===== src/rtl/sram_like_port_arbiter_pkg.sv =====
// Shared ids, access sizes and lock record for the IF/MEM memory-port arbiter.
package sram_like_port_arbiter_pkg;

  localparam logic ID_INST = 1'b0;
  localparam logic ID_DATA = 1'b1;

  localparam logic [1:0] SIZE_BYTE = 2'd0;
  localparam logic [1:0] SIZE_HALF = 2'd1;
  localparam logic [1:0] SIZE_WORD = 2'd2;

  typedef struct packed {
    logic vld;
    logic id;
  } lock_t;

endpackage


===== src/rtl/arb_id_fifo.sv =====
// Requester-id FIFO for outstanding transactions; head is visible with no added delay.
// Push is ignored while full and pop while empty. Full and empty come from the registered count.
module arb_id_fifo #(
  parameter int DEPTH = 4
) (
  input  logic clk,
  input  logic reset,
  input  logic i_push_vld,
  input  logic i_push_dat,
  input  logic i_pop_vld,
  output logic o_full,
  output logic o_empty,
  output logic o_head_dat
);

  localparam int AW = $clog2(DEPTH);
  localparam int CW = AW + 1;

  logic          r_mem [DEPTH];
  logic [AW-1:0] r_wr_ptr;
  logic [AW-1:0] r_rd_ptr;
  logic [CW-1:0] r_count;
  logic          w_push;
  logic          w_pop;

  assign o_full     = (r_count == CW'(DEPTH));
  assign o_empty    = (r_count == '0);
  assign o_head_dat = r_mem[r_rd_ptr];
  assign w_push     = i_push_vld && !o_full;
  assign w_pop      = i_pop_vld && !o_empty;

  // DEPTH is a power of two, so the pointers wrap by natural overflow.
  always_ff @(posedge clk) begin
    if (reset) begin
      r_wr_ptr <= '0;
      r_rd_ptr <= '0;
      r_count  <= '0;
    end else begin
      if (w_push) begin
        r_mem[r_wr_ptr] <= i_push_dat;
        r_wr_ptr        <= r_wr_ptr + AW'(1);
      end
      if (w_pop) begin
        r_rd_ptr <= r_rd_ptr + AW'(1);
      end
      r_count <= r_count + CW'(w_push) - CW'(w_pop);
    end
  end

endmodule


===== src/rtl/sram_like_port_arbiter.sv =====
// Shares one SRAM-like port between fetch and data; requests and responses pass with no added latency.
// A refused request is locked until accepted; mem_req drops while MAX_OUT transactions are outstanding.
module sram_like_port_arbiter
  import sram_like_port_arbiter_pkg::*;
#(
  parameter int MAX_OUT      = 4,
  parameter int STARVE_LIMIT = 3
) (
  input  logic        clk,
  input  logic        reset,
  input  logic        inst_req,
  input  logic [31:0] inst_addr,
  output logic        inst_addr_ok,
  output logic        inst_data_ok,
  output logic [31:0] inst_rdata,
  input  logic        data_req,
  input  logic        data_wr,
  input  logic [1:0]  data_size,
  input  logic [31:0] data_addr,
  input  logic [31:0] data_wdata,
  output logic        data_addr_ok,
  output logic        data_data_ok,
  output logic [31:0] data_rdata,
  output logic        mem_req,
  output logic        mem_wr,
  output logic [1:0]  mem_size,
  output logic [31:0] mem_addr,
  output logic [31:0] mem_wdata,
  input  logic        mem_addr_ok,
  input  logic        mem_data_ok,
  input  logic [31:0] mem_rdata
);

  localparam int SW = $clog2(STARVE_LIMIT + 1);

  lock_t         r_lock;
  logic [SW-1:0] r_starve_cnt;
  logic          w_grant;
  logic          w_mem_req;
  logic          w_accept;
  logic          w_resp;
  logic          w_full;
  logic          w_empty;
  logic          w_head;

  always_comb begin
    w_grant = ID_INST;
    if (r_lock.vld) begin
      w_grant = r_lock.id;
    end else if (inst_req && (r_starve_cnt == SW'(STARVE_LIMIT))) begin
      w_grant = ID_INST;
    end else if (data_req) begin
      w_grant = ID_DATA;
    end
  end

  assign w_mem_req = (inst_req || data_req) && !w_full && !reset;
  assign w_accept  = w_mem_req && mem_addr_ok;
  assign w_resp    = mem_data_ok && !w_empty && !reset;

  assign mem_req   = w_mem_req;
  assign mem_wr    = !reset && (w_grant == ID_DATA) && data_wr;
  assign mem_size  = reset ? 2'd0 : ((w_grant == ID_DATA) ? data_size : SIZE_WORD);
  assign mem_addr  = (w_grant == ID_DATA) ? data_addr : inst_addr;
  assign mem_wdata = data_wdata;

  assign inst_addr_ok = w_accept && (w_grant == ID_INST);
  assign data_addr_ok = w_accept && (w_grant == ID_DATA);
  assign inst_data_ok = w_resp && (w_head == ID_INST);
  assign data_data_ok = w_resp && (w_head == ID_DATA);
  assign inst_rdata   = mem_rdata;
  assign data_rdata   = mem_rdata;

  always_ff @(posedge clk) begin
    if (reset) begin
      r_lock <= '0;
    end else if (w_accept) begin
      r_lock <= '0;
    end else if (w_mem_req) begin
      r_lock <= '{vld: 1'b1, id: w_grant};
    end
  end

  // Counts data grants that overtook a waiting fetch.
  always_ff @(posedge clk) begin
    if (reset || !inst_req) begin
      r_starve_cnt <= '0;
    end else if (w_accept && (w_grant == ID_INST)) begin
      r_starve_cnt <= '0;
    end else if (w_accept && (r_starve_cnt != SW'(STARVE_LIMIT))) begin
      r_starve_cnt <= r_starve_cnt + SW'(1);
    end
  end

  arb_id_fifo #(
    .DEPTH(MAX_OUT)
  ) u_id_fifo (
    .clk        (clk),
    .reset      (reset),
    .i_push_vld (w_accept),
    .i_push_dat (w_grant),
    .i_pop_vld  (w_resp),
    .o_full     (w_full),
    .o_empty    (w_empty),
    .o_head_dat (w_head)
  );

endmodule


===== config.mk =====
export PLATFORM = sky130hd
export DESIGN_NAME = sram_like_port_arbiter
export DESIGN_NICKNAME = d
export VERILOG_FILES = /design/src/rtl/sram_like_port_arbiter_pkg.sv /design/src/rtl/arb_id_fifo.sv /design/src/rtl/sram_like_port_arbiter.sv
export SDC_FILE = /design/constraint.sdc
export NUM_CORES = 1
export LEC_CHECK = 0
export ABC_AREA = 1
export CAP_MARGIN = 15
export CELL_PAD_IN_SITES_DETAIL_PLACEMENT = 1
export CELL_PAD_IN_SITES_GLOBAL_PLACEMENT = 2
export CORE_UTILIZATION = 11
export CTS_CLUSTER_DIAMETER = 150
export DETAILED_ROUTE_END_ITERATION = 8
export PLACE_DENSITY_LB_ADDON = 0.2
export SLEW_MARGIN = 15
export SYNTH_ARGS = -nofsm -noshare
export SYNTH_HDL_FRONTEND = slang
export SYNTH_HIERARCHICAL = 1
export SYNTH_SLANG_ARGS = --single-unit

===== constraint.sdc =====
create_clock -name clk -period 2.9 [get_ports clk]
set_input_delay 0.29 -clock clk [delete_from_list [all_inputs] [get_ports clk]]
set_output_delay 0.29 -clock clk [all_outputs]
set_load 0.05 [all_outputs]

Word-level counts from Yosys, hierarchy flattened
Memories as Yosys holds them, arrays and structs flattened. A register that Yosys moved wholly into a read port is not among the register bits.
Index checks and enable logic that the tools add are counted.
{ "op_classes": {"n_addsub": 5, "eq_ne": 3, "muxes": 11, "n_bitwise": 2, "n_reduce_logical": 24} }
{ "op_table": {"columns": ["op", "count"], "rows": [
  ["$mux W32", 1],
  ["$logic_and A1 B1 Y1", 15],
  ["$mux W2", 4],
  ["$add A2 B1 Y2 const B", 3],
  ["$mux W1", 6],
  ["$logic_not A1 Y1", 4],
  ["$reduce_or A2 Y1", 2],
  ["$add A3 B1 Y3", 1],
  ["$eq A3 B3 Y1 const B", 1],
  ["$logic_not A3 Y1", 1],
  ["$sub A3 B1 Y3", 1],
  ["$eq A2 B2 Y1 const B", 1],
  ["$logic_or A1 B1 Y1", 2],
  ["$ne A2 B2 Y1 const B", 1],
  ["$not A1 Y1", 2]
]} }
{ "word_totals": {"reg_bits": 11, "mem_bits_rw": 4, "inputBits": 137, "out_inout_bits": 136, "wordCells": 52, "mem_count": 1} }
{ "mem_list": {"columns": ["name", "depth", "width", "read_ports", "rd_clocked_by_memory_dff", "wr", "line", "text"], "rows": [
  ["u_id_fifo.r_mem", 4, 1, 1, 1, 1, "arb_id_fifo.sv:19", "logic r_mem [DEPTH];"]
]} }

Logic depth before layout (Yosys ltp)
Gate-level depths: netlist (run 1).
{ "depth": {"ltp_word": 9, "depth_mapped": 15, "depth_no_buf": 15} }

Hierarchy
Netlist (run 1), hierarchy kept.
{ "modules_own_cells": {"columns": ["module", "n_inst", "cells_each", "area_each_um2", "seq_area_each_um2"], "rows": [
  ["sram_like_port_arbiter", 1, 255, 1511.4, 80.1],
  ["arb_id_fifo", 1, 81, 648.1, 300.3]
]} }

Worst setup path after synthesis (run 1)
Ideal clock, no wire load.
{ "synth_timing": {"kind": "flip-flop to flip-flop", "from": "register u_id_fifo.r_count[1]", "to": "register u_id_fifo.r_count[2]", "setup_ns": 0.115, "arrival_time_ns": 1.996, "t_required_ns": 2.785, "slack_ns": 0.789, "path_stages_with_launch": 14, "path_buffers": 0, "period_less_slack_ns": 2.111, "cell_sequence": "dfxtp_1 -> nor2_2 -> nand2_2 -> inv_1 -> nor2_2 -> nand3_2 -> inv_1 -> nand2_1 -> ha_1 -> inv_1 -> ha_1 -> fa_1 -> a21oi_1 -> nor2_1"} }
{ "synth_via": {"elab_chain_cells": 8, "elab_cells_between_ends": 13, "cone_classes": "add/sub: 2; eq/ne: 1; reduce/logical: 10"} }
{ "synth_rtl": {"columns": ["element", "line", "text"], "rows": [
  ["start, declared", "arb_id_fifo.sv:22", "logic [CW-1:0] r_count;"],
  ["start signal, assigned", "arb_id_fifo.sv:46", "r_count <= r_count + CW'(w_push) - CW'(w_pop);"],
  ["$eq A3 B3 Y1", "arb_id_fifo.sv:26", "assign o_full = (r_count == CW'(DEPTH));"],
  ["net w_full", "sram_like_port_arbiter.sv:42", "logic w_full;"],
  ["$logic_not A1 Y1", "sram_like_port_arbiter.sv:57", "assign w_mem_req = (inst_req || data_req) && !w_full && !reset;"],
  ["$logic_and A1 B1 Y1 (2 in series)", "sram_like_port_arbiter.sv:57", null],
  ["$logic_and A1 B1 Y1", "sram_like_port_arbiter.sv:58", "assign w_accept = w_mem_req && mem_addr_ok;"],
  ["net w_accept", "sram_like_port_arbiter.sv:40", "logic w_accept;"],
  ["$logic_and A1 B1 Y1", "arb_id_fifo.sv:29", "assign w_push = i_push_vld && !o_full;"],
  ["$add A3 B1 Y3", "arb_id_fifo.sv:46", null],
  ["$sub A3 B1 Y3", "arb_id_fifo.sv:46", null]
]} }
The timed path passes the listed nets, and every way through them passes these cells.
A chain may end at the register's enable or synchronous reset.

Worst setup path in the final report (run 1)
{ "layout_timing": {"from": "input reset", "to": "register u_id_fifo.r_count[2]"} }
{ "layout_via": {"elab_chain_cells": 6, "elab_cells_between_ends": 8, "cone_classes": "add/sub: 2; reduce/logical: 6"} }
{ "layout_rtl": {"columns": ["element", "line", "text"], "rows": [
  ["start, declared", "sram_like_port_arbiter.sv:10", "input logic reset,"],
  ["$logic_not A1 Y1", "sram_like_port_arbiter.sv:57", null],
  ["$logic_and A1 B1 Y1", "sram_like_port_arbiter.sv:57", null],
  ["$logic_and A1 B1 Y1", "sram_like_port_arbiter.sv:58", null],
  ["net w_accept", "sram_like_port_arbiter.sv:40", null],
  ["$logic_and A1 B1 Y1", "arb_id_fifo.sv:29", null],
  ["$add A3 B1 Y3", "arb_id_fifo.sv:46", null],
  ["$sub A3 B1 Y3", "arb_id_fifo.sv:46", null]
]} }
The timed path passes the listed nets, and every way through them passes these cells.

==> qor.yml, run 1 <==
synthesis:
  synth_top_area_frac: 0.344
  syn_inst: 336
  yosysSeqAreaShare: 0.176
  synth_nets: 481
  synth_area_um2: 2160
  yosys_warnings: 6
  synth-seq-cells: 17
  avgSynthCellArea_um2: 6.43
  synth_cell_type_count: 20
  yosys.area.top_type: "buf_4"
  ys_top_cells_by_area: "buf_4, nand2_1, dfxtp_1"
floorplan:
  num_rows: 50
  io_pins: 273
  die_w_um: 142
  initial_core_util: 0.114
  core-area_um2: 19000
  die_area_um2: 20200
  die_h_um: 142
global_route:
  grt_max_degree: 19
  grt_first_pass_wirelength_um: 10500
  antenna_found_initial: 0
  grt_pass1_vias: 2054
  grt_use_total: 0.0660
  grt_remaining_overflow: 0
final_layout:
  num-nets-final: 501
  fin_area_um2: 3300
  n_antenna_cell: 0
  fin_util: 0.174
  multi_input_area_um2: 858
  fillers: 2284
  area_growth_pct: 52.9
  seq_area_um2: 380
  layout-drive-gt1-share: 0.197
timing:
  fin_crit_sh: 0.809
  skew_ns: 0.00743
  drv_slew: 0
  setup_viol: 0
  finalHoldViolations: 0
  worst_pin_slew_ns: 0.492
  setup_tns_ns: 0
  max_freq_mhz: 426
  slew_headroom: 0.671
  grt_setup_unrepaired: "no"
  fin_crit_ns: 2.35
placed_design:
  gp_congestion: 0.704
  dp_hpwl_um: 5780
  io_buffer_count: 112
  placed_area_um2: 3220
route:
  drc: 0
  routed_wl_um: 6860
  drt_iter0_markers: 19
  vias_per_cell: 3.07
  num_vias: 1886
  wl_per_cell_um: 11.1
  dr.pass1.iters: 3
  ant_nets: 0
clock_tree:
  clk_pin_slew_worst_paths_ns: 0.06
  cts_tree: "done"
  cts_sinks: 17
  clockRootBuffer: "clkbuf_16"
  ctsHtreeMaxLevel: 1
  hold_buffers: 0
  clockBufferDepth: 2
  numCtsBuffers: 3
  cts.repair.resized: 0
  post-cts-setup-buffers: 0
  clock_latency_ns: 0.25
setup_path:
  cp_slowest_cell: "clkdlybuf4s50_1"
  critPathMaxStageDelay_ns: 0.53
  criticalPathCategory: "input pin to flop"
  crit_chain: "clkdlybuf4s50_1, nor2_2, nand3_2, inv_1, nand2_1, ha_1, inv_1, ha_1, fa_1, a21oi_1, nor2_1"
  cp_data_required_time_ns: 3.05
  worst_setup_path_end_kind: "flop"
  r2r_slack_ns: 0.57
  cp_max_fo: 6
  cp-start-kind: "input pin"
  cp_top_family: "adder cells"
  crit_buf_inv: 3
  cp.arrival_ns: 2.50
pwr:
  power_density_nw_per_um2: 425
  ir_drop_mv: 0.151
  p_leak_nw: 1.48
job:
  drv_cap: 0
status:
  status: "complete, no violations"
worst_hold_path:
  hold_path.class: "flop to flop"
==> path summary, 6_finish.rpt <==
path / start / end / depth (start not counted)
max reg2reg: u_id_fifo/r_count[1] / u_id_fifo/r_count[2] / 13
min reg2reg: r_lock[0] / r_lock[0] / 2
min: r_lock[0] / r_lock[0] / 2
max: reset / u_id_fifo/r_count[2] / 11
==> area by class of cell <==
| type | count | share of cell area |
|---|---|---|
| inverters | 33 | 0.0375 |
| flip-flops and latches | 17 | 0.115 |
| clock inverters | 1 | 0.00227 |
| well taps | 260 | 0.0985 |
| clock buffers | 3 | 0.0227 |
| multi-input cells | 183 | 0.260 |
| repair buffers | 118 | 0.464 |
==> cells by family after synthesis <==
family / Yosys count / share of synthesized area
AO/OA/AOI/OAI: 10 / 0.0232
adder cells (fa/ha/maj): 8 / 0.0498
buffers and inverters: 136 / 0.426
flip-flops: 17 / 0.176
AND/OR/NAND/NOR: 165 / 0.324
==> worst reg2reg max path, delay by kind of cell (launching register included) <==
| family | cells | cell delay [ns] |
|---|---|---|
| AND/OR/NAND/NOR | 6 | 0.59 |
| buffers and inverters | 3 | 0.30 |
| AO/OA/AOI/OAI | 1 | 0.13 |
| adder cells (fa/ha/maj) | 3 | 0.83 |
| flip-flops | 1 | 0.36 |
==> synthesized netlist by cell type <==
| master | instances |
|---|---|
| nand2_1 | 113 |
| buf_4 | 99 |
| inv_1 | 31 |
| nor2_1 | 24 |
| dfxtp_1 | 13 |
| nand2_2 | 12 |
| a21oi_1 | 7 |
| ha_1 | 7 |
| nand3_1 | 5 |
| edfxtp_1 | 4 |
| buf_6 | 3 |
| nand4_1 | 3 |
| nor2_2 | 3 |
| o21ai_0 | 3 |
| inv_2 | 2 |
| nand3_2 | 2 |
| nor2_4 | 2 |
| and3_1 | 1 |
| buf_12 | 1 |
| fa_1 | 1 |
==> per-stage QoR <==
| stage | std cells | hold slack, ns | setup WS [ns] | power [mW] |
|---|---|---|---|---|
| 2_1_floorplan | 336 | 0.361 | 0.789 | 1.06 |
| 3_3_place_gp | 611 | 0.462 | 0.300 | 1.14 |
| 3_5_place_dp | 611 | 0.466 | 0.250 | 1.14 |
| 4_1_cts | 615 | 0.474 | 0.524 | 1.44 |
| 5_1_grt | 615 | 0.488 | 0.300 | 1.49 |
| 6_report | 615 | 0.465 | 0.555 | 1.40 |
==> placed cells by master (no fill, tap or decap), types with 4 or more instances in the layout <==
cell type	instances
ha_1	7
inv_1	31
nand2_2	12
a21oi_1	7
clkdlybuf4s50_1	73
nor2_1	24
edfxtp_1	4
buf_12	37
dfxtp_1	13
nand2_1	113
nand3_1	5
buf_4	8
==> layer usage <==
layer | vias to the layer above | part of all wire | GRT usage
met3 | 13 | 0.085 | 0.0165
met4 | 0 | 0.0089 | 0.0147
met5 | - | 0 | 0
met2 | 92 | 0.52 | 0.125
li1 | 944 | - | -
met1 | 837 | 0.39 | 0.0736
==> power by group <==
| part | leakage (nW) | internal, mW | switching, mW |
|---|---|---|---|
| clock | 0.0371 | 0.186 | 0.102 |
| combinational | 1.30 | 0.384 | 0.457 |
| sequential | 0.142 | 0.260 | 0.0132 |
Note: power is estimated with default switching activity, not from simulation.
==> run 2: changes to the inputs <==
==> constraint.sdc (replaced) <==
create_clock -name clk -period 2.3 [get_ports clk]
set_input_delay 0.23 -clock clk [delete_from_list [all_inputs] [get_ports clk]]
set_output_delay 0.23 -clock clk [all_outputs]
set_load 0.05 [all_outputs]
==> run 2 against run 1 <==
Net effect: clock skew shrank 0.0062 ns; global-route usage fell by 0.052 points; clock power grew 25%; sequential power up 26%; combinational power increased by 32%; via count shrank 0.74%; critical path type is now flop to flop; critical endpoint unchanged; largest power group unchanged; highest routed layer unchanged.
==> qor.yml, run 2 (synthesized netlist as in run 1, its figures left out) <==
placed_design:
  dp_hpwl_um: 5660  # was 5780 um
  placed_area_um2: 3340  # was 3220 um^2
  pre_cts_ws_ns: -0.0531  # was 0.250 ns
  gp_congestion: 0.649  # was 0.704
  io_buffer_count: 112  # unchanged
global_route:
  antenna_found_initial: 0  # unchanged
  grt_remaining_overflow: 0  # unchanged
  grt_first_pass_wirelength_um: 10400  # was 10,500 um
  grt_max_degree: 16  # was 19
  grt_pass1_vias: 1957  # was 2,054
  grt_use_total: 0.0655  # was 0.0660
clock_tree:
  cts.repair.resized: 0  # unchanged
  hold_buffers: 0  # unchanged
  ctsHtreeMaxLevel: 1  # unchanged
  clockRootBuffer: "clkbuf_16"  # unchanged
  clockBufferDepth: 2  # unchanged
  clk_pin_slew_worst_paths_ns: 0.06  # about the same
  cts_tree: "done"  # unchanged
  numCtsBuffers: 3  # unchanged
  post-cts-setup-buffers: 0  # unchanged
  cts_sinks: 17  # unchanged
  clock_latency_ns: 0.25  # about the same
pwr:
  power_density_nw_per_um2: 529  # was 425 nW/um^2
  p_int_mw: 1.08  # was 0.831 mW
  p_sw_mw: 0.728  # was 0.573 mW
  switching_share: 0.402  # was 0.408
  power_frac_seq: 0.190  # was 0.195
  p_leak_nw: 1.54  # was 1.48 nW
  ir_drop_mv: 0.243  # was 0.151 mV
  comb_power_share: 0.611  # was 0.600
  pwr-share-clk: 0.199  # was 0.206
route:
  dr.pass1.iters: 4  # was 3
  ant_nets: 0  # unchanged
  drc: 0  # unchanged
  vias_per_cell: 3.00  # was 3.07
  num_vias: 1872  # was 1,886
  wl_per_cell_um: 10.8  # was 11.1 um
  routed_wl_um: 6750  # was 6860 um
  drt_iter0_markers: 23  # was 19
floorplan:
  initial_core_util: 0.114  # unchanged
  io_pins: 273  # unchanged
  die_w_um: 142  # unchanged
  core-area_um2: 19000  # unchanged
  die_h_um: 142  # unchanged
  die_area_um2: 20200  # unchanged
  num_rows: 50  # unchanged
timing:
  finalWorstSetupSlack_ns: 0.205  # was 0.555 ns
  fin_crit_sh: 0.911
  setup_viol: 0  # unchanged
  drv_slew: 0  # unchanged
  skew_ns: 0.00121  # was 0.00743 ns
  max_freq_mhz: 477
  slew_headroom: 0.810  # was 0.671
  fin_crit_ns: 2.09
  worst_pin_slew_ns: 0.282  # was 0.492 ns
  hold_ws_ns: 0.460  # was 0.465 ns
  finalHoldViolations: 0  # unchanged
final_layout:
  final_common_cell: "nand2_1"  # unchanged
  fillers: 2270  # was 2,284
  final_cell_mix: "nand2_1, clkdlybuf4s50_1, buf_12, inv_1, nor2_1"  # unchanged
  num-nets-final: 509  # was 501
  fin_area_um2: 3420  # was 3300 um^2
  n_antenna_cell: 0  # unchanged
  layout-drive-gt1-share: 0.223  # was 0.197
  area_growth_pct: 58.6  # was 52.9%
job:
  drv_cap: 0  # unchanged
setup_path:
  criticalPathCategory: "flop to flop"  # was input pin to flop
  cp-start-kind: "flop"  # was input pin
  cp_max_fo: 5  # was 6
  worst_setup_path_end_kind: "flop"  # unchanged
  cp_data_required_time_ns: 2.49  # was 3.05 ns
  cp.arrival_ns: 2.29  # was 2.50 ns
worst_hold_path:
  hold_path.class: "input pin to output port"  # was flop to flop
status:
  status: "complete, no violations"  # unchanged
==> run 2: final cells by class <==
cell class | count | area [um^2] | area share
inverters | 33 | 124 | 0.0362
repair buffers | 126 | 1650 | 0.482
flip-flops and latches | 17 | 382 | 0.111
multi-input cells | 183 | 862 | 0.252
clock buffers | 3 | 75.1 | 0.0219
well taps | 260 | 325 | 0.0950
clock inverters | 1 | 5.00 | 0.00146
==> run 2: final timing paths <==
| check | cells after the start | startpoint | slack [ns] | to |
|---|---|---|---|---|
| max | 15 | u_id_fifo/r_count[0] | 0.21 | u_id_fifo/r_count[2] |
| min | 0 | data_wdata[12] | 0.46 | mem_wdata[12] |
| max reg2reg | 15 | u_id_fifo/r_count[0] | 0.21 | u_id_fifo/r_count[2] |
| min reg2reg | 2 | r_lock[0] | 0.47 | r_lock[0] |
==> run 2: layer usage <==
layer	track usage	vias to the layer above	wire length (um)
met1	0.0747	810	2740
met5	0	-	0
met2	0.118	88	3260
li1	-	959	-
met3	0.0185	15	658
met4	0.0181	0	85
==> run 2: critical path: stages (launching register included) <==
cell and delay, ns:
dfxtp_1 0.32, nor2_2 0.15, nand2_2 0.11, inv_1 0.08, nor2_1 0.04, nand2_1 0.08, inv_1 0.06, inv_1 0.05
nor2_1 0.04, ha_1 0.26, inv_1 0.05, ha_1 0.19, fa_1 0.40, nand3_1 0.10, nand2_1 0.05, nor2_1 0.07
==> run 2: stage by stage <==
step                utilization  instances   TNS, ns  power (mW)
floorplan                     -        336         0        1.33
global placement          0.176        619   -0.0111        1.48
detailed placement        0.176        619   -0.0782        1.48
CTS                       0.180        623         0        1.85
global route              0.181        623  -0.00749        1.92
finish                    0.181        623         0        1.81
==> run 2: power by group through the flow <==
stage               Sequential, mW  Clock, mW  Combinational (mW)
finish                       0.345      0.360                1.11
CTS                          0.344      0.379                1.13
global placement             0.351          0                1.13
floorplan                    0.346          0               0.986
detailed placement           0.350          0                1.13
global route                 0.347      0.384                1.19
